**src/rtl/spike_synapse.sv**
```systemverilog
// spike_synapse: turns a spike train into a leaky, weighted 8-bit synaptic current
// and reports the saturated spike count of each completed window.
module spike_synapse #(
    parameter int DECAY_SHIFT = 3,
    parameter int WINDOW_LOG2 = 8,
    parameter logic [7:0] W_DEFAULT = 8'd64
) (
    input  logic       clk,
    input  logic       rst,
    input  logic       spike_in,
    input  logic [7:0] weight_in,
    input  logic       weight_load,
    output logic [7:0] current,
    output logic [7:0] rate,
    output logic       rate_valid,
    output logic [7:0] weight
);
    logic [7:0] current_q, current_d, rate_q, rate_d, weight_q, weight_d;
    logic [7:0] cnt_q, cnt_d, cnt_inc, decay, leak;
    logic [8:0] sum;
    logic [WINDOW_LOG2-1:0] win_q, win_d;
    logic rate_valid_q, rate_valid_d, last;

    always_comb begin
        decay = current_q >> DECAY_SHIFT;
        // small currents lose at least 1 per cycle so the tail reaches zero
        leak = (current_q == 8'd0) ? 8'd0 : (decay == 8'd0) ? current_q - 8'd1 : current_q - decay;
        sum = {1'b0, leak} + {1'b0, weight_q};
        current_d = spike_in ? (sum[8] ? 8'hff : sum[7:0]) : leak;
        weight_d = weight_load ? weight_in : weight_q;
        last = &win_q;
        win_d = win_q + WINDOW_LOG2'(1);
        cnt_inc = (cnt_q == 8'hff) ? cnt_q : cnt_q + {7'd0, spike_in};
        cnt_d = last ? 8'd0 : cnt_inc;
        rate_d = last ? cnt_inc : rate_q;
        rate_valid_d = last;
    end

    always_ff @(posedge clk) begin
        if (rst) begin
            current_q <= 8'd0;
            rate_q <= 8'd0;
            rate_valid_q <= 1'b0;
            weight_q <= W_DEFAULT;
            win_q <= '0;
            cnt_q <= 8'd0;
        end else begin
            current_q <= current_d;
            rate_q <= rate_d;
            rate_valid_q <= rate_valid_d;
            weight_q <= weight_d;
            win_q <= win_d;
            cnt_q <= cnt_d;
        end
    end

    assign current = current_q;
    assign rate = rate_q;
    assign rate_valid = rate_valid_q;
    assign weight = weight_q;
endmodule

```
**config.mk**
```make
export PLATFORM = sky130hd
export DESIGN_NAME = spike_synapse
export DESIGN_NICKNAME = d
export VERILOG_FILES = /design/src/rtl/spike_synapse.sv
export SDC_FILE = /design/constraint.sdc
export NUM_CORES = 1
export LEC_CHECK = 0
export ABC_AREA = 1
export CAP_MARGIN = 20
export CORE_ASPECT_RATIO = 1.75
export CORE_MARGIN = 10
export CORE_UTILIZATION = 40
export CTS_BUF_LIST = sky130_fd_sc_hd__clkbuf_8
export CTS_CLUSTER_DIAMETER = 30
export CTS_CLUSTER_SIZE = 8
export DETAILED_ROUTE_END_ITERATION = 12
export GPL_TIMING_DRIVEN = 0
export PLACE_DENSITY = 0.73
export SYNTH_ARGS = -nofsm -noshare
export SYNTH_HDL_FRONTEND = slang
export SYNTH_SLANG_ARGS = --single-unit
```
**constraint.sdc**
```tcl
create_clock -name clk -period 2.8 [get_ports clk]
set_input_delay 0.42 -clock clk [delete_from_list [all_inputs] [get_ports clk]]
set_output_delay 0.42 -clock clk [all_outputs]
set_load 0.01 [all_outputs]
```
==> impl_metrics.ini, run 1 <==
[job]
maxCapViolCount = 0

[clocking]
cts_buffers = 5
clkTransAtPathRegs_ns = 0.08
root_buffer = clkbuf_8
cts_tree = yes
h-tree-depth = 2
cts_num_sinks = 41
clock_latency_ns = 0.30
cts_hold_buf = 0
cts_max_path_buffers = 2

[cells_and_area]
design_area_mm2 = 0.00314
drive_above_1_share = 0.214
area_growth_pct = 34.8
final_cells = 468
antenna_cells = 0
final_util = 0.557
layout.nets = 421

[yosys]
yosysMostFrequentCell = nand2_1
synth_edf_count = 0
ys_seq_area_frac = 0.353
synth_common_cells = 86 x nand2_1, 54 x nor2_1, 43 x inv_1
synth.distinct_cells = 28
synth_top_area_frac = 0.353
synth.area.top_cells = dfxtp_1 35%, nand2_1 14%, nor2_1 8.7%
yosysWarnings = 0
synthArstFlopShare = 0
synth_cells = 336
syn_avg_cell_area_um2 = 6.93
ys.flop_type = dfxtp_1
synth_top_cell_by_area = dfxtp_1
syn_nets = 366
syn_area_mm2 = 0.00233
yosys_register_bits = 41

[grt]
grt_usage = 0.128
grt_pass1_vias = 2281
antenna_found_initial = 0
grt_max_degree = 15
grt_overflow_total = 0
grt_pass1_wl_um = 9830

[route]
viasPerCell = 4.85
vias = 2269
drcViolationCount = 0
dr.pass1.iters = 4
drt_iter0_drc = 78
drt-total-wl_um = 6170
postRouteAntennaNets = 0
wire_per_inst_um = 13.2

[power]
p_leak_nw = 1.49
vdd_ir_drop_max_mv = 0.514
p_per_area_mw_per_mm2 = 1230

[sta]
slew_headroom = 0.746
clock.fmax_mhz = 352
fin_ws_ns = -0.0445
setup_viol = 2
rsz0062_at_grt = true
tightest_slew_ns = 0.380
tns_ns = -0.0686
clock_skew_ns = 0.00789
hold_violations = 0
drv_slew = 0
fin_crit_ns = 2.84
period_share = 1.02

[critical_path]
start_kind = flop
critPathKind = reg2reg
critPathArrivalTime_ns = 3.04
required_ns = 3.00
cp_max_fo = 4
endpoint_kind = flop

[die]
initial_utilization = 0.413
core_region_area_mm2 = 0.00563
dieWidth_um = 77.7
die_area_mm2 = 0.00939
rows = 36
dieHeight_um = 121
io_pins = 37

[outcome]
status = finished, violations left
violations = negative setup slack

[placed_design]
io_buffers = 35
dp_slack_ns = -0.356
hpwl_um = 4510
finalWeightedCongestion = 0.889
dpl-instance-area_mm2 = 0.00277
placedCellCount = 447

[hold_path]
hp-class = in2reg
## report_power, final
part / switching, mW / internal, mW
sequential: 0.0640 / 0.664
clock: 0.225 / 0.175
combinational: 1.56 / 1.18
total: 1.85 / 2.02
## area by class of cell
class	instances	area (um^2)
Buffer	3	15.0
Clock buffer	5	68.8
Clock inverter	3	22.5
Fill cell	506	2490
Inverter	47	181
Multi-Input combinational cell	245	1480
Sequential cell	41	828
Tap cell	76	95.1
Timing Repair Buffer	48	448
## cell usage in the layout (no fill, tap or decap), types with 4 or more instances in the layout
cell type / instances
buf_4: 13
ha_1: 12
nand3_2: 4
dfxtp_1: 37
clkdlybuf4s50_1: 35
inv_2: 10
nor2_1: 51
clkbuf_8: 5
nand2_4: 4
nand3_1: 15
nand2_1: 79
inv_1: 34
o21ai_2: 4
nand2_2: 7
xor2_1: 4
a21oi_1: 12
o21ai_0: 14
## registers in the layout, indices dropped and copies added, names as in the netlist
register    count
weight          8
cnt_q           8
win_q           8
current         8
rate            8
rate_valid      1
## critical path: stages (launching register included)
cell	delay, ns
dfxtp_2	0.34
inv_2	0.06
nand4_1	0.18
nand2_1	0.12
ha_2	0.17
inv_2	0.04
fa_2	0.35
nand2_2	0.08
nand2_2	0.07
a21o_1	0.17
nand3_2	0.08
inv_2	0.05
ha_4	0.28
nand2_2	0.06
nand3b_1	0.20
nand2_1	0.10
nand2_1	0.05
nand2_1	0.08
nand2_1	0.06
nor2_1	0.12
nor2_1	0.06
## stage by stage
stage	hold slack, ns	power [mW]
after floorplan	0.418	2.21
after global placement	0.427	2.60
final	0.417	3.87
after global routing	0.426	4.21
after detailed placement	0.437	2.68
after CTS	0.417	3.48
## routing by layer
metal / vias to the layer above / track usage / wire (um)
li1: 1167 / - / -
met1: 1040 / 0.110 / 2240
met2: 47 / 0.256 / 3470
met3: 15 / 0.0341 / 306
met4: 0 / 0.0631 / 159
met5: - / 0 / 0
## cells by family after synthesis
kind of cell | after synthesis | synth area share
adder cells (fa/ha/maj) | 18 | 0.103
AND/OR/NAND/NOR | 183 | 0.346
buffers and inverters | 50 | 0.0833
AO/OA/AOI/OAI | 37 | 0.0887
flip-flops | 41 | 0.353
XOR/XNOR | 7 | 0.0263
## repair_timing
action                     in CTS  in global routing
pin swaps                      12                 22
buffers inserted                9                  4
setup endpoints to repair       8                  8
resized for setup              32                 20
## final timing paths
| path | end | cells after the start | from | slack (ns) |
|---|---|---|---|---|
| worst min-delay path | win_q[0] | 2 | rst | 0.42 |
| worst max-delay path | current[5] | 20 | current[7] | -0.04 |
| worst min register to register | win_q[0] | 1 | win_q[0] | 0.45 |
| worst max register to register | current[5] | 20 | current[7] | -0.04 |
Power figures use the tool's default switching activity.
==> run 2: changes to the inputs <==
Settings changed: HOLD_SLACK_MARGIN from default to 0.08.
==> results of run 2 <==
Same layout as run 1: the final DEF is identical, and so are final timing and power.
==> run 3: changes to the inputs <==
Settings changed: CAP_MARGIN 20 to 5.
==> results of run 3 <==
Same layout as run 1: the final DEF is identical, and so are final timing and power.
